--- src/rtl/dm_read_responder_if.sv ---
// Handshake bundle for dm_read_responder: command/status streams, AXI read
// channels and the output data stream. The master modport is the responder's view.
interface dm_read_responder_if #(
  parameter int MM_ADDR_WIDTH = 32,
  parameter int DATA_WIDTH    = 64
);
  logic                        cmd_tvalid;
  logic                        cmd_tready;
  logic [MM_ADDR_WIDTH+39:0]   cmd_tdata;
  logic                        sts_tvalid;
  logic                        sts_tready;
  logic [7:0]                  sts_tdata;
  logic                        sts_tkeep;
  logic                        sts_tlast;
  logic                        sts_err;
  logic [MM_ADDR_WIDTH-1:0]    m_axi_araddr;
  logic [7:0]                  m_axi_arlen;
  logic [2:0]                  m_axi_arsize;
  logic [1:0]                  m_axi_arburst;
  logic                        m_axi_arvalid;
  logic                        m_axi_arready;
  logic [DATA_WIDTH-1:0]       m_axi_rdata;
  logic [1:0]                  m_axi_rresp;
  logic                        m_axi_rlast;
  logic                        m_axi_rvalid;
  logic                        m_axi_rready;
  logic [DATA_WIDTH-1:0]       m_axis_tdata;
  logic [DATA_WIDTH/8-1:0]     m_axis_tkeep;
  logic                        m_axis_tlast;
  logic                        m_axis_tvalid;
  logic                        m_axis_tready;

  modport master (
    input  cmd_tvalid, cmd_tdata, sts_tready, m_axi_arready,
    input  m_axi_rdata, m_axi_rresp, m_axi_rlast, m_axi_rvalid, m_axis_tready,
    output cmd_tready, sts_tvalid, sts_tdata, sts_tkeep, sts_tlast, sts_err,
    output m_axi_araddr, m_axi_arlen, m_axi_arsize, m_axi_arburst, m_axi_arvalid,
    output m_axi_rready, m_axis_tdata, m_axis_tkeep, m_axis_tlast, m_axis_tvalid
  );

  modport slave (
    output cmd_tvalid, cmd_tdata, sts_tready, m_axi_arready,
    output m_axi_rdata, m_axi_rresp, m_axi_rlast, m_axi_rvalid, m_axis_tready,
    input  cmd_tready, sts_tvalid, sts_tdata, sts_tkeep, sts_tlast, sts_err,
    input  m_axi_araddr, m_axi_arlen, m_axi_arsize, m_axi_arburst, m_axi_arvalid,
    input  m_axi_rready, m_axis_tdata, m_axis_tkeep, m_axis_tlast, m_axis_tvalid
  );
endinterface

--- src/rtl/dm_read_responder.sv ---
// Single-command AXI read datamover: splits a command into AR bursts and streams R data out.
// Optional macro DM_RESP_4K_SPLIT_EN keeps incrementing bursts inside 4 KB pages.
module dm_read_responder #(
  parameter int MM_ADDR_WIDTH = 32,
  parameter int DATA_WIDTH    = 64,
  parameter int MAX_BURST     = 16
) (
  input  logic clk,
  input  logic rstn,
  dm_read_responder_if.master bus
);
  localparam int BPB     = DATA_WIDTH / 8;
  localparam int LOG_BPB = $clog2(BPB);

  typedef enum logic [2:0] {
    IDLE     = 3'd0,
    DECODE   = 3'd1,
    AR_ISSUE = 3'd2,
    DATA     = 3'd3,
    STATUS   = 3'd4
  } state_t;

  state_t                   state_r, state_s;
  logic                     cmd_tready_r, arvalid_r, sts_tvalid_r, sts_err_r;
  logic [MM_ADDR_WIDTH-1:0] araddr_r, addr_r, addr_s;
  logic [7:0]               arlen_r, sts_tdata_r;
  logic [22:0]              btt_r;
  logic                     incr_r, eof_r;
  logic [3:0]               tag_r;
  logic [23:0]              rem_r, rem_s, total_s;
  logic [8:0]               blen_r, blen_s, beat_r, beat_s;
  logic                     slverr_r, decerr_r, interr_r, slverr_s, decerr_s, interr_s;
  logic                     cmd_fire_s, beat_fire_s, burst_end_s, final_s, in_data_s;
  logic [BPB-1:0]           keep_s;
  logic                     unused_s;

  assign unused_s    = ^{bus.cmd_tdata[31:24], bus.cmd_tdata[MM_ADDR_WIDTH+39:MM_ADDR_WIDTH+36]};
  assign cmd_fire_s  = cmd_tready_r & bus.cmd_tvalid;
  assign in_data_s   = (state_r == DATA);
  assign beat_fire_s = in_data_s & bus.m_axi_rvalid & bus.m_axis_tready;
  assign final_s     = (rem_r == 24'd1);
  assign total_s     = ({1'b0, btt_r} + 24'(BPB - 1)) >> LOG_BPB;

  // Burst length for the next AR, taken from the values the state registers are about to hold.
  always_comb begin
    if (rem_s > 24'(MAX_BURST)) blen_s = 9'(MAX_BURST);
    else                        blen_s = rem_s[8:0];
`ifdef DM_RESP_4K_SPLIT_EN
    begin : page_split
      logic [12:0] to4k_s;
      to4k_s = (13'h1000 - {1'b0, addr_s[11:0]}) >> LOG_BPB;
      if (incr_r && (to4k_s < {4'd0, blen_s})) blen_s = to4k_s[8:0];
      else                                    blen_s = blen_s;
    end
`endif
  end

  // Next-state and per-command bookkeeping.
  always_comb begin
    state_s     = state_r;
    rem_s       = rem_r;
    addr_s      = addr_r;
    beat_s      = beat_r;
    slverr_s    = slverr_r;
    decerr_s    = decerr_r;
    interr_s    = interr_r;
    burst_end_s = 1'b0;
    case (state_r)
      IDLE: begin
        if (cmd_fire_s) begin
          state_s  = DECODE;
          addr_s   = bus.cmd_tdata[32 +: MM_ADDR_WIDTH];
          slverr_s = 1'b0;
          decerr_s = 1'b0;
          interr_s = 1'b0;
        end else begin
          state_s = IDLE;
        end
      end
      DECODE: begin
        if ((btt_r == 23'd0) || (addr_r[LOG_BPB-1:0] != {LOG_BPB{1'b0}})) begin
          interr_s = 1'b1;
          state_s  = STATUS;
        end else begin
          rem_s   = total_s;
          state_s = AR_ISSUE;
        end
      end
      AR_ISSUE: begin
        if (arvalid_r && bus.m_axi_arready) begin
          beat_s  = 9'd0;
          state_s = DATA;
        end else begin
          state_s = AR_ISSUE;
        end
      end
      DATA: begin
        if (beat_fire_s) begin
          rem_s  = rem_r - 24'd1;
          beat_s = beat_r + 9'd1;
          if (bus.m_axi_rresp == 2'b10)      slverr_s = 1'b1;
          else if (bus.m_axi_rresp == 2'b11) decerr_s = 1'b1;
          else                               slverr_s = slverr_r;
          // The beat count decides where a burst ends; rlast is only cross-checked.
          burst_end_s = (beat_r == (blen_r - 9'd1));
          if (bus.m_axi_rlast != burst_end_s) interr_s = 1'b1;
          else                                interr_s = interr_r;
          if (burst_end_s) begin
            if (incr_r) addr_s = addr_r + (MM_ADDR_WIDTH'(blen_r) << LOG_BPB);
            else        addr_s = addr_r;
            state_s = (rem_s == 24'd0) ? STATUS : AR_ISSUE;
          end else begin
            state_s = DATA;
          end
        end else begin
          state_s = DATA;
        end
      end
      STATUS: begin
        if (sts_tvalid_r && bus.sts_tready) state_s = IDLE;
        else                                state_s = STATUS;
      end
      default: state_s = IDLE;
    endcase
  end

  // Final-beat byte enables: low (BTT mod bytes-per-beat) lanes, all lanes when it divides evenly.
  always_comb begin
    keep_s = {BPB{1'b1}};
    if (final_s && (btt_r[LOG_BPB-1:0] != {LOG_BPB{1'b0}})) begin
      for (int i = 0; i < BPB; i++) keep_s[i] = (i < int'(btt_r[LOG_BPB-1:0]));
    end else begin
      keep_s = {BPB{1'b1}};
    end
  end

  // State, command capture, AR and status registers.
  always_ff @(posedge clk or negedge rstn) begin
    if (!rstn) begin
      state_r      <= IDLE;
      cmd_tready_r <= 1'b0;
      btt_r        <= 23'd0;
      incr_r       <= 1'b0;
      eof_r        <= 1'b0;
      tag_r        <= 4'd0;
      addr_r       <= {MM_ADDR_WIDTH{1'b0}};
      rem_r        <= 24'd0;
      beat_r       <= 9'd0;
      blen_r       <= 9'd0;
      slverr_r     <= 1'b0;
      decerr_r     <= 1'b0;
      interr_r     <= 1'b0;
      arvalid_r    <= 1'b0;
      araddr_r     <= {MM_ADDR_WIDTH{1'b0}};
      arlen_r      <= 8'd0;
      sts_tvalid_r <= 1'b0;
      sts_tdata_r  <= 8'd0;
      sts_err_r    <= 1'b0;
    end else begin
      state_r      <= state_s;
      cmd_tready_r <= (state_s == IDLE);
      addr_r       <= addr_s;
      rem_r        <= rem_s;
      beat_r       <= beat_s;
      slverr_r     <= slverr_s;
      decerr_r     <= decerr_s;
      interr_r     <= interr_s;
      sts_err_r    <= sts_tvalid_r & bus.sts_tready & (|sts_tdata_r[6:4]);
      if (cmd_fire_s) begin
        btt_r  <= bus.cmd_tdata[22:0];
        incr_r <= bus.cmd_tdata[23];
        eof_r  <= bus.cmd_tdata[30];
        tag_r  <= bus.cmd_tdata[MM_ADDR_WIDTH+32 +: 4];
      end
      if ((state_r != AR_ISSUE) && (state_s == AR_ISSUE)) begin
        arvalid_r <= 1'b1;
        araddr_r  <= addr_s;
        arlen_r   <= 8'(blen_s - 9'd1);
        blen_r    <= blen_s;
      end else if (arvalid_r && bus.m_axi_arready) begin
        arvalid_r <= 1'b0;
      end
      if ((state_r != STATUS) && (state_s == STATUS)) begin
        sts_tvalid_r <= 1'b1;
        sts_tdata_r  <= {~(slverr_s | decerr_s | interr_s), slverr_s, decerr_s, interr_s, tag_r};
      end else if (sts_tvalid_r && bus.sts_tready) begin
        sts_tvalid_r <= 1'b0;
      end
    end
  end

  assign bus.cmd_tready    = cmd_tready_r;
  assign bus.sts_tvalid    = sts_tvalid_r;
  assign bus.sts_tdata     = sts_tdata_r;
  assign bus.sts_tkeep     = 1'b1;
  assign bus.sts_tlast     = 1'b1;
  assign bus.sts_err       = sts_err_r;
  assign bus.m_axi_araddr  = araddr_r;
  assign bus.m_axi_arlen   = arlen_r;
  assign bus.m_axi_arsize  = 3'(LOG_BPB);
  assign bus.m_axi_arburst = {1'b0, incr_r};
  assign bus.m_axi_arvalid = arvalid_r;
  assign bus.m_axi_rready  = in_data_s & bus.m_axis_tready;
  assign bus.m_axis_tvalid = in_data_s & bus.m_axi_rvalid;
  assign bus.m_axis_tdata  = bus.m_axi_rdata;
  assign bus.m_axis_tkeep  = keep_s;
  assign bus.m_axis_tlast  = in_data_s & final_s & eof_r;
endmodule

--- src/flat_wrapper.sv ---
// flat-port wrapper written by rule: the top's interface ports become plain ports
module dm_read_responder_flat 
#(
  parameter int MM_ADDR_WIDTH = 32,
  parameter int DATA_WIDTH    = 64,
  parameter int MAX_BURST     = 16
)
  (clk, rstn, bus_cmd_tvalid, bus_cmd_tdata, bus_sts_tready, bus_m_axi_arready, bus_m_axi_rdata, bus_m_axi_rresp, bus_m_axi_rlast, bus_m_axi_rvalid, bus_m_axis_tready, bus_cmd_tready, bus_sts_tvalid, bus_sts_tdata, bus_sts_tkeep, bus_sts_tlast, bus_sts_err, bus_m_axi_araddr, bus_m_axi_arlen, bus_m_axi_arsize, bus_m_axi_arburst, bus_m_axi_arvalid, bus_m_axi_rready, bus_m_axis_tdata, bus_m_axis_tkeep, bus_m_axis_tlast, bus_m_axis_tvalid);
  dm_read_responder_if #(.MM_ADDR_WIDTH(MM_ADDR_WIDTH), .DATA_WIDTH(DATA_WIDTH)) bus_i ();
  input  logic clk;
  input  logic rstn;
  input wire logic [$bits(bus_i.cmd_tvalid)-1:0] bus_cmd_tvalid;
  input wire logic [$bits(bus_i.cmd_tdata)-1:0] bus_cmd_tdata;
  input wire logic [$bits(bus_i.sts_tready)-1:0] bus_sts_tready;
  input wire logic [$bits(bus_i.m_axi_arready)-1:0] bus_m_axi_arready;
  input wire logic [$bits(bus_i.m_axi_rdata)-1:0] bus_m_axi_rdata;
  input wire logic [$bits(bus_i.m_axi_rresp)-1:0] bus_m_axi_rresp;
  input wire logic [$bits(bus_i.m_axi_rlast)-1:0] bus_m_axi_rlast;
  input wire logic [$bits(bus_i.m_axi_rvalid)-1:0] bus_m_axi_rvalid;
  input wire logic [$bits(bus_i.m_axis_tready)-1:0] bus_m_axis_tready;
  output wire logic [$bits(bus_i.cmd_tready)-1:0] bus_cmd_tready;
  output wire logic [$bits(bus_i.sts_tvalid)-1:0] bus_sts_tvalid;
  output wire logic [$bits(bus_i.sts_tdata)-1:0] bus_sts_tdata;
  output wire logic [$bits(bus_i.sts_tkeep)-1:0] bus_sts_tkeep;
  output wire logic [$bits(bus_i.sts_tlast)-1:0] bus_sts_tlast;
  output wire logic [$bits(bus_i.sts_err)-1:0] bus_sts_err;
  output wire logic [$bits(bus_i.m_axi_araddr)-1:0] bus_m_axi_araddr;
  output wire logic [$bits(bus_i.m_axi_arlen)-1:0] bus_m_axi_arlen;
  output wire logic [$bits(bus_i.m_axi_arsize)-1:0] bus_m_axi_arsize;
  output wire logic [$bits(bus_i.m_axi_arburst)-1:0] bus_m_axi_arburst;
  output wire logic [$bits(bus_i.m_axi_arvalid)-1:0] bus_m_axi_arvalid;
  output wire logic [$bits(bus_i.m_axi_rready)-1:0] bus_m_axi_rready;
  output wire logic [$bits(bus_i.m_axis_tdata)-1:0] bus_m_axis_tdata;
  output wire logic [$bits(bus_i.m_axis_tkeep)-1:0] bus_m_axis_tkeep;
  output wire logic [$bits(bus_i.m_axis_tlast)-1:0] bus_m_axis_tlast;
  output wire logic [$bits(bus_i.m_axis_tvalid)-1:0] bus_m_axis_tvalid;
  assign bus_i.cmd_tvalid = bus_cmd_tvalid;
  assign bus_i.cmd_tdata = bus_cmd_tdata;
  assign bus_i.sts_tready = bus_sts_tready;
  assign bus_i.m_axi_arready = bus_m_axi_arready;
  assign bus_i.m_axi_rdata = bus_m_axi_rdata;
  assign bus_i.m_axi_rresp = bus_m_axi_rresp;
  assign bus_i.m_axi_rlast = bus_m_axi_rlast;
  assign bus_i.m_axi_rvalid = bus_m_axi_rvalid;
  assign bus_i.m_axis_tready = bus_m_axis_tready;
  assign bus_cmd_tready = bus_i.cmd_tready;
  assign bus_sts_tvalid = bus_i.sts_tvalid;
  assign bus_sts_tdata = bus_i.sts_tdata;
  assign bus_sts_tkeep = bus_i.sts_tkeep;
  assign bus_sts_tlast = bus_i.sts_tlast;
  assign bus_sts_err = bus_i.sts_err;
  assign bus_m_axi_araddr = bus_i.m_axi_araddr;
  assign bus_m_axi_arlen = bus_i.m_axi_arlen;
  assign bus_m_axi_arsize = bus_i.m_axi_arsize;
  assign bus_m_axi_arburst = bus_i.m_axi_arburst;
  assign bus_m_axi_arvalid = bus_i.m_axi_arvalid;
  assign bus_m_axi_rready = bus_i.m_axi_rready;
  assign bus_m_axis_tdata = bus_i.m_axis_tdata;
  assign bus_m_axis_tkeep = bus_i.m_axis_tkeep;
  assign bus_m_axis_tlast = bus_i.m_axis_tlast;
  assign bus_m_axis_tvalid = bus_i.m_axis_tvalid;
  dm_read_responder #(.MM_ADDR_WIDTH(MM_ADDR_WIDTH), .DATA_WIDTH(DATA_WIDTH), .MAX_BURST(MAX_BURST)) u_core (.clk(clk), .rstn(rstn), .bus(bus_i));
endmodule
--- config.mk ---
export PLATFORM = sky130hd
export DESIGN_NAME = dm_read_responder_flat
export DESIGN_NICKNAME = d
export VERILOG_FILES = /design/src/rtl/dm_read_responder_if.sv /design/src/rtl/dm_read_responder.sv /design/src/flat_wrapper.sv
export SDC_FILE = /design/constraint.sdc
export NUM_CORES = 1
export LEC_CHECK = 0
export ABC_AREA = 0
export CORE_ASPECT_RATIO = 1.4
export CORE_MARGIN = 2
export CORE_UTILIZATION = 70
export CTS_CLUSTER_DIAMETER = 100
export DETAILED_ROUTE_END_ITERATION = 6
export DONT_BUFFER_PORTS = 1
export MAX_ROUTING_LAYER = met4
export PLACE_DENSITY = 0.95
export SYNTH_ARGS = -nofsm -noshare
export SYNTH_HDL_FRONTEND = slang
export SYNTH_SLANG_ARGS = --single-unit
--- constraint.sdc ---
create_clock -name clk -period 14.8 [get_ports clk]
set_clock_uncertainty 0.05 [all_clocks]
set_input_delay 2.22 -clock clk [delete_from_list [all_inputs] [get_ports clk]]
set_output_delay 2.22 -clock clk [all_outputs]
set_load 0.02 [all_outputs]
==> flow_metrics.py, run 1 <==
metrics = {
    "setup_path": {
        "critPathKind": "flip-flop to output port",
        "crit_path_cell_trace": "or4_1 > or3_1 > nor2_1 > nand4_1 > nor3_1 > nand2_1 > or3_1",
        "crit_fanout": 5,
        "cpMostUsedCell": "or3_1",
        "critical_path_arrival_ps": 3800,
        "cp_top_family": "simple AND/OR/NAND/NOR gates",
        "rr_worst_depth": 14,
        "r2r_start": "u_core.rem_r[1]",
        "cpMaxStageDelayCell": "nor3_1",
        "reg2reg_slack_ps": 9390,
        "regToRegEndpoint": "u_core.bus.m_axi_arlen[2]",
        "crit_required_ps": 12530,
        "max_stage_delay_ps": 650,
        "endpoint_kind": "output port",
        "critPathLaunchType": "flip-flop",
        "critPathBufInv": 0,
    },
    "sta": {
        "whs_ps": 450,
        "fin_crit_sh": 0.410,
        "finalCriticalPeriod_ps": 6070,
        "rsz0062_at_grt": "false",
        "worst_pin_slew_ps": 1270,
        "clock.fmax_mhz": 165,
        "fin_ws_ps": 8730,
        "setup-tns-final_ps": 0,
        "finalHoldViolations": 0,
        "maxSlewViolCount": 0,
        "slew_headroom": 0.151,
        "setup_violations": 0,
    },
    "grt": {
        "grt_max_degree": 162,
        "grt_pass1_vias": 8064,
        "grt_pass1_wl_um": 41000,
        "antenna_found_initial": 2,
        "grt_overflow": 0,
        "grt_usage": 0.371,
    },
    "clocking": {
        "cts_resized": 0,
        "htreeDepth": 4,
        "clk_pin_slew_ps": 70,
        "insertion_delay_ps": 430,
        "cts_tree": "built",
        "clock_sink_count": 161,
        "postCtsSetupBuffers": 0,
        "clk_root_buffer_cell": "clkbuf_16",
        "postCtsHoldBufs": 0,
        "clk_path_buf_depth": 2,
        "cts_made_buffers": 17,
    },
    "power": {
        "ir_drop_mv": 0.137,
        "power_density_mw_per_mm2": 210,
        "power_mw": 2.07,
        "p_leak_nw": 4.14,
    },
    "logic_synthesis": {
        "ys_types": 71,
        "synth_top_family_by_area": "simple AND/OR/NAND/NOR gates",
        "synth_compound_area_frac": 0.147,
        "avgSynthCellArea_um2": 9.48,
        "syn_inst": 1020,
        "ys_seq_area_frac": 0.417,
        "ys_ff_latch": 161,
        "syn-cell-area_mm2": 0.00967,
        "synth_xor_area_frac": 0.0444,
        "synthAdderAreaFrac": 0.0202,
        "muxShareOfSynthArea": 0.0823,
        "synthArstFlopShare": 1.00,
        "synth_edf_count": 0,
        "yosys_most_used_dff": "dfrtp_1",
        "yosysWarnings": 0,
        "synth_simple_gate_area_frac": 0.201,
    },
    "worst_hold_path": {
        "hold_end": "u_core.eof_r",
        "holdPathStages": 1,
        "hp-start": "u_core.eof_r",
        "holdCritPathClass": "flip-flop to flip-flop",
    },
    "layout": {
        "utilization": 0.732,
        "final_cells": 1133,
        "final_nets": 1097,
        "fill_cells": 867,
        "design_area_mm2": 0.00984,
        "drive_above_1_share": 0.137,
        "syn2layout_area_growth_pct": 1.77,
    },
    "route": {
        "drt_first_pass_iters": 5,
        "wl_per_cell_um": 22.6,
        "num_vias": 8033,
        "antenna_left": 0,
        "drc": 0,
        "viasPerCell": 7.09,
        "wl_um": 25700,
        "drtIter0Drc": 676,
    },
    "place": {
        "gp_congestion": 0.985,
        "dp_slack_ps": 8440,
        "place_inst": 1099,
        "hpwl_um": 17600,
        "io_buffers": 0,
        "dpl_cell_area_mm2": 0.00927,
    },
    "floorplanning": {
        "dieArea_mm2": 0.0148,
        "die_w_um": 103,
        "die_h_um": 143,
        "start_util": 0.719,
        "ios": 280,
        "core-area_mm2": 0.0135,
        "rows": 50,
    },
    "status": {
        "outcome": "finished, final reports clean",
    },
    "run": {
        "maxCapViolCount": 0,
    },
}
[registers in the layout, indices dropped and copies added, names as in the netlist, 3 cells and up]
| name | cells |
|---|---|
| u_core.addr_r | 32 |
| u_core.blen_r | 9 |
| u_core.bus.m_axi_arlen | 8 |
| u_core.state_r | 3 |
| u_core.bus.sts_tdata | 8 |
| u_core.beat_r | 9 |
| u_core.btt_r | 23 |
| u_core.tag_r | 4 |
| u_core.rem_r | 24 |
| u_core.bus.m_axi_araddr | 32 |
[synth_stat cells, types with 11 or more instances]
master	instances	area [um2]
o211ai_1	21	158
ha_1	14	175
mux2_2	68	766
a21o_1	11	82.6
nor2b_1	11	68.8
nand3_1	43	215
nand2_1	99	372
or3_1	14	87.6
clkbuf_1	36	135
xnor2_1	24	210
xor2_1	25	219
or4_1	14	105
inv_1	26	97.6
nor2_1	50	188
nor3_1	38	190
a21oi_1	29	145
dfrtp_1	161	4030
o21ai_0	36	180
a22oi_1	12	90.1
a31oi_1	14	87.6
nor4_1	26	163
buf_4	72	541
and3_1	11	68.8
nand4_1	20	125
[layer usage]
layer / track usage / wire length, um / vias to the layer above
li1: - / - / 3503
met1: 0.418 / 8940 / 3871
met2: 0.589 / 13000 / 519
met3: 0.0984 / 2360 / 140
met4: 0.213 / 1400 / 0
met5: - / 0 / -
[cells in the final DEF, fill, tap and decap left out, types with 20 or more instances in the layout]
| master | n |
|---|---|
| nor4_1 | 24 |
| nand2_1 | 99 |
| inv_1 | 26 |
| mux2_2 | 68 |
| xor2_1 | 25 |
| dfrtp_1 | 161 |
| o211ai_1 | 21 |
| nand4_1 | 20 |
| xnor2_1 | 24 |
| nor3_1 | 38 |
| a21oi_1 | 29 |
| o21ai_0 | 36 |
| nor2_1 | 50 |
| nand3_1 | 43 |
[power by group]
group	switching (mW)	internal (mW)	leakage, nW	total (mW)
logic	0.391	0.316	1.85	0.707
clock network	0.204	0.224	0.277	0.427
registers	0.316	0.617	2.01	0.933
[logic make-up (layout without fill, tap and decap cells)]
kind of cell / count (synthesis) / count (layout)
buffers and inverters: 145 / 69
XOR/XNOR: 49 / 49
AO/OA/AOI/OAI: 205 / 205
AND/OR/NAND/NOR: 372 / 372
flip-flops: 161 / 161
multiplexers: 71 / 71
other: 2 / 9
adder cells (fa/ha/maj): 15 / 15
[worst max path at each step]
| stage | start | endpoint | slack [ps] | cells after the start |
|---|---|---|---|---|
| after global routing | u_core.rem_r[19] | bus_m_axis_tkeep[1] | 8620 | 7 |
| after global placement | bus_m_axis_tready | u_core.bus.m_axi_arlen[2] | 8530 | 12 |
| after CTS | u_core.rem_r[19] | bus_m_axis_tkeep[1] | 8780 | 7 |
| after floorplan | bus_m_axis_tready | u_core.bus.m_axi_arlen[2] | 8840 | 13 |
| after detailed placement | bus_m_axis_tready | u_core.bus.m_axi_arlen[2] | 8440 | 12 |
| final | u_core.rem_r[19] | bus_m_axis_tkeep[1] | 8730 | 7 |
[cell type report]
type / instances / area (um2) / share of cell area
Inverter: 26 / 97.6 / 0.00991
Clock inverter: 14 / 135 / 0.0137
Clock buffer: 18 / 429 / 0.0436
Timing Repair Buffer: 11 / 82.6 / 0.00839
Multi-Input combinational cell: 719 / 4840 / 0.491
Sequential cell: 161 / 4030 / 0.409
Tap cell: 182 / 228 / 0.0231
Antenna cell: 2 / 5.00 / 0.000508
Power figures use the tool's default switching activity.
==> inputs of run 2 (changes only) <==
--- a/config.mk
+++ b/config.mk
@@ -8,12 +8,12 @@
 export ABC_AREA = 0
 export CORE_ASPECT_RATIO = 1.4
 export CORE_MARGIN = 2
-export CORE_UTILIZATION = 70
+export CORE_UTILIZATION = 58
 export CTS_CLUSTER_DIAMETER = 100
 export DETAILED_ROUTE_END_ITERATION = 6
 export DONT_BUFFER_PORTS = 1
 export MAX_ROUTING_LAYER = met4
-export PLACE_DENSITY = 0.95
+export PLACE_DENSITY = 0.87
 export SYNTH_ARGS = -nofsm -noshare
 export SYNTH_HDL_FRONTEND = slang
 export SYNTH_SLANG_ARGS = --single-unit
==> constraint.sdc (replaced) <==
create_clock -name clk -period 5.2 [get_ports clk]
set_clock_uncertainty 0.05 [all_clocks]
set_input_delay 0.78 -clock clk [delete_from_list [all_inputs] [get_ports clk]]
set_output_delay 0.78 -clock clk [all_outputs]
set_load 0.02 [all_outputs]
==> run 2 against run 1 <==
The run now ends with DRC left. Critical path depth up 7. Sequential cell count did not move. Combinational power rose to 2.9 times the previous value. Clock-buffer cell count increased by 1. Clock power grew to 3.0 times the previous value. Sequential power rose to 2.8 times the previous value. Routed wire length is essentially flat.
==> flow_metrics.py, run 2 (synthesized netlist as in run 1, its figures left out) <==
metrics = {
    "power": {
        "ir_drop_mv": 0.370,
        "p_leak_nw": 4.24,
        "power_density_mw_per_mm2": 593,
    },
    "route": {
        "antenna_left": 0,
        "drtIter0Drc": 792,
        "num_vias": 7922,
        "viasPerCell": 6.81,
        "wl_um": 25700,
        "wl_per_cell_um": 22.0,
        "drt_first_pass_iters": 7,
        "drc": 24,
    },
    "clocking": {
        "postCtsHoldBufs": 4,
        "clk_root_buffer_cell": "clkbuf_16",
        "cts_tree": "built",
        "clock_sink_count": 161,
        "clk_path_buf_depth": 2,
        "cts_made_buffers": 17,
        "htreeDepth": 4,
        "cts_resized": 0,
        "insertion_delay_ps": 440,
        "postCtsSetupBuffers": 0,
        "clk_pin_slew_ps": 60,
    },
    "sta": {
        "maxSlewViolCount": 0,
        "setup_violations": 0,
        "finalHoldViolations": 0,
        "rsz0062_at_grt": "false",
        "setup-tns-final_ps": 0,
        "worst_pin_slew_ps": 1150,
        "finalCriticalPeriod_ps": 4920,
        "fin_ws_ps": 278,
        "clock.fmax_mhz": 203,
        "slew_headroom": 0.233,
        "fin_crit_sh": 0.947,
    },
    "layout": {
        "fill_cells": 1251,
        "final_common_cell": "dfrtp_1",
        "final_nets": 1112,
        "syn2layout_area_growth_pct": 4.13,
        "drive_above_1_share": 0.148,
        "mostFrequentLayoutCells": "dfrtp_1, nand2_1, mux2_2",
    },
    "worst_hold_path": {
        "holdCritPathClass": "input pin to async pin",
    },
    "setup_path": {
        "crit_fanout": 7,
        "crit_required_ps": 5500,
        "critPathLaunchType": "flip-flop",
        "endpoint_kind": "flip-flop",
        "critPathKind": "flip-flop to flip-flop",
        "critical_path_arrival_ps": 5220,
    },
    "grt": {
        "grt_usage": 0.297,
        "grt_max_degree": 118,
        "grt_pass1_vias": 7737,
        "grt_pass1_wl_um": 40300,
        "grt_overflow": 0,
        "antenna_found_initial": 1,
    },
    "place": {
        "gp_congestion": 0.953,
        "io_buffers": 0,
        "dp_slack_ps": 365,
        "hpwl_um": 18100,
    },
    "floorplanning": {
        "start_util": 0.596,
        "die_w_um": 113,
        "rows": 55,
        "dieArea_mm2": 0.0177,
        "core-area_mm2": 0.0162,
        "die_h_um": 157,
        "ios": 280,
    },
    "status": {
        "outcome": "finished, violations left",
        "violations": "DRC",
    },
    "run": {
        "maxCapViolCount": 0,
    },
}
run 2: cell types whose count changed in the layout (fill, tap and decap cells not counted), sizes merged:
cell,before,now
buf,11,24
inv,36,33
bufinv,0,2
dlygate4sd3,0,2
clkbuf,18,19
diode,2,1
run 2: path summary, 6_finish.rpt:
check	cells past startpoint	slack, ps	to	from
max	14	280	u_core.bus.m_axi_arlen[2]	u_core.rem_r[0]
min	1	120	u_core.blen_r[8]	rstn
max reg2reg	14	280	u_core.bus.m_axi_arlen[2]	u_core.rem_r[0]
min reg2reg	1	450	u_core.tag_r[1]	u_core.tag_r[1]
max in group asynchronous	1	3860	u_core.rem_r[10]	rstn
min in group clk	2	410	u_core.addr_r[21]	bus_cmd_tdata[53]
run 2: stage by stage:
step / cells / instance area, um2 / total power [mW] / utilization / hold slack (ps)
after floorplan: 1025 / 9690 / 4.09 / - / 411
after global placement: 1127 / 9390 / 4.47 / 0.578 / 429
after detailed placement: 1127 / 9390 / 4.57 / 0.578 / 437
after CTS: 1163 / 10100 / 5.91 / 0.620 / 128
after global routing: 1164 / 10100 / 6.28 / 0.620 / 129
final: 1164 / 10100 / 5.97 / 0.620 / 123
run 2: area by class of cell:
cell class                 instances  area (um2)  share of cell area
multi-input combinational        719        4840               0.480
timing repair buffer              26         245              0.0244
sequential                       161        4030               0.400
clock buffer                      19         443              0.0440
tap                              199         249              0.0247
inverter                          26        97.6             0.00969
clock inverter                    13         168              0.0166
antenna                            1        2.50            0.000248
run 2: power by group:
part	internal, mW	total, mW	switching [mW]
logic	0.922	2.04	1.12
registers	1.76	2.62	0.869
clock network	0.740	1.30	0.561
run 2: critical path, cell delays in order, from the launching register on:
cell      delay, ps
dfrtp_1         450
inv_1           130
ha_1            230
or3b_2          470
or3_1           470
nor4b_4         270
a211oi_1        120
or4_1           530
or4_1           430
or3_4           420
nor2_1          230
nand2_1          90
ha_1            270
or4_1           520
a31oi_1         170
run 2: routing by layer:
metal | global-route usage | up-vias | part of all wire
li1 | - | 3526 | -
met1 | 0.331 | 3891 | 0.36
met2 | 0.498 | 407 | 0.52
met3 | 0.0546 | 98 | 0.074
met4 | 0.174 | 0 | 0.050
met5 | - | - | 0
==> inputs of run 3 (changes only) <==
--- a/config.mk
+++ b/config.mk
@@ -6,7 +6,6 @@
 export NUM_CORES = 1
 export LEC_CHECK = 0
 export ABC_AREA = 0
-export CORE_ASPECT_RATIO = 1.4
 export CORE_MARGIN = 2
 export CORE_UTILIZATION = 58
 export CTS_CLUSTER_DIAMETER = 100
==> run 3 against run 2 <==
The flow now finishes without violations. Final area up 0.31%. Clock-buffer cell count is the same. Highest routed layer unchanged. Non-clock buffer count did not move. Sequential power barely moved.
==> flow_metrics.py, run 3 (synthesized netlist as in run 1, its figures left out) <==
metrics = {
    "status": {
        "outcome": "finished, final reports clean",
    },
    "sta": {
        "slew_headroom": 0.240,
        "fin_crit_sh": 0.934,
        "setup-tns-final_ps": 0,
        "rsz0062_at_grt": "false",
        "finalHoldViolations": 0,
        "maxSlewViolCount": 0,
        "worst_pin_slew_ps": 1140,
        "clock.fmax_mhz": 206,
        "finalCriticalPeriod_ps": 4860,
        "fin_ws_ps": 344,
        "setup_violations": 0,
    },
    "route": {
        "wl_met2_um": 11400,
        "num_vias": 7925,
        "antenna_left": 0,
        "viasPerCell": 6.69,
        "drtIter0Drc": 870,
        "drt_first_pass_iters": 5,
        "drc": 0,
        "wl_um": 24400,
        "dr_wl_met3_um": 2200,
        "top_layer": "met4",
        "met1_length_um": 9750,
        "wl_per_cell_um": 20.6,
    },
    "place": {
        "io_buffers": 0,
        "gp_congestion": 1.00,
        "hpwl_um": 16800,
        "dp_slack_ps": 384,
    },
    "clocking": {
        "postCtsSetupBuffers": 0,
        "clk_pin_slew_ps": 70,
        "cts_tree": "built",
        "postCtsHoldBufs": 1,
        "insertion_delay_ps": 440,
        "clk_root_buffer_cell": "clkbuf_16",
        "htreeDepth": 4,
        "clk_path_buf_depth": 2,
        "cts_made_buffers": 17,
        "cts_resized": 0,
        "clock_sink_count": 161,
    },
    "setup_path": {
        "critPathKind": "flip-flop to flip-flop",
        "crit_path_start": "u_core.rem_r[0]",
        "r2r_start": "u_core.rem_r[0]",
        "endpoint_kind": "flip-flop",
        "critical_path_arrival_ps": 5160,
        "crit_required_ps": 5510,
        "crit_fanout": 7,
        "critPathLaunchType": "flip-flop",
    },
    "grt": {
        "grt_overflow": 0,
        "grt_pass1_vias": 7781,
        "grt_pass1_wl_um": 39100,
        "antenna_found_initial": 0,
        "grt_max_degree": 162,
        "grt_usage": 0.285,
    },
    "floorplanning": {
        "dieArea_mm2": 0.0177,
        "die_w_um": 133,
        "rows": 47,
        "ios": 280,
        "start_util": 0.587,
        "die_h_um": 133,
        "core-area_mm2": 0.0165,
    },
    "power": {
        "ir_drop_mv": 0.414,
        "p_leak_nw": 4.26,
        "power_mw": 6.01,
        "power_density_mw_per_mm2": 595,
    },
    "layout": {
        "fill_cells": 1290,
        "mostFrequentLayoutCells": "dfrtp_1, nand2_1, mux2_2",
        "syn2layout_area_growth_pct": 4.45,
        "num_antenna_cells": 0,
        "multi_input_area_mm2": 0.00484,
        "final_nets": 1112,
        "final_common_cell": "dfrtp_1",
        "drive_above_1_share": 0.151,
        "seq_area_mm2": 0.00403,
    },
    "run": {
        "maxCapViolCount": 0,
    },
    "worst_hold_path": {
        "holdCritPathClass": "input pin to async pin",
    },
}
## run 3: layout make-up
class                           count  area share
Inverter                           26     0.00966
Sequential cell                   161       0.399
Timing Repair Buffer               26      0.0213
Clock inverter                     13      0.0193
Multi-Input combinational cell    719       0.479
Clock buffer                       19      0.0448
Tap cell                          220      0.0272
## run 3: power by group
group	total (mW)	switching (mW)	internal (mW)
Clock	1.37	0.536	0.838
Sequential	2.62	0.860	1.76
Combinational	2.02	1.10	0.919
Total	6.01	2.50	3.51
## run 3: final timing paths
| kind | to | slack (ps) | cells past startpoint |
|---|---|---|---|
| min in group clk | u_core.addr_r[21] | 420 | 2 |
| hold / removal | u_core.btt_r[17] | 260 | 1 |
| hold reg to reg | u_core.tag_r[0] | 460 | 1 |
| setup / recovery | u_core.bus.m_axi_arlen[2] | 340 | 14 |
| max in group asynchronous | u_core.rem_r[16] | 4190 | 1 |
| setup reg to reg | u_core.bus.m_axi_arlen[2] | 340 | 14 |
## run 3: metrics by stage
step,hold WS [ps],instance area [um2],util,cells
floorplan,411,9690,-,1025
global placement,429,9430,0.572,1151
detailed placement,438,9430,0.572,1151
CTS,355,10100,0.614,1184
global route,349,10100,0.614,1184
finish,264,10100,0.614,1184
## run 3: worst max-delay path, stage by stage (launching register included)
cell	delay, ps
dfrtp_1	450
inv_1	130
ha_1	250
or3b_2	480
or3_1	470
nor4b_4	280
a211oi_1	90
or4_1	520
or4_1	430
or3_4	420
nor2_1	190
nand2_1	80
ha_1	260
or4_1	520
a31oi_1	170
## run 3: metal layers
layer | up-vias | global-route usage
met5 | - | -
met4 | 0 | 0.141
met3 | 113 | 0.0731
met2 | 465 | 0.431
met1 | 3815 | 0.358
li1 | 3532 | -
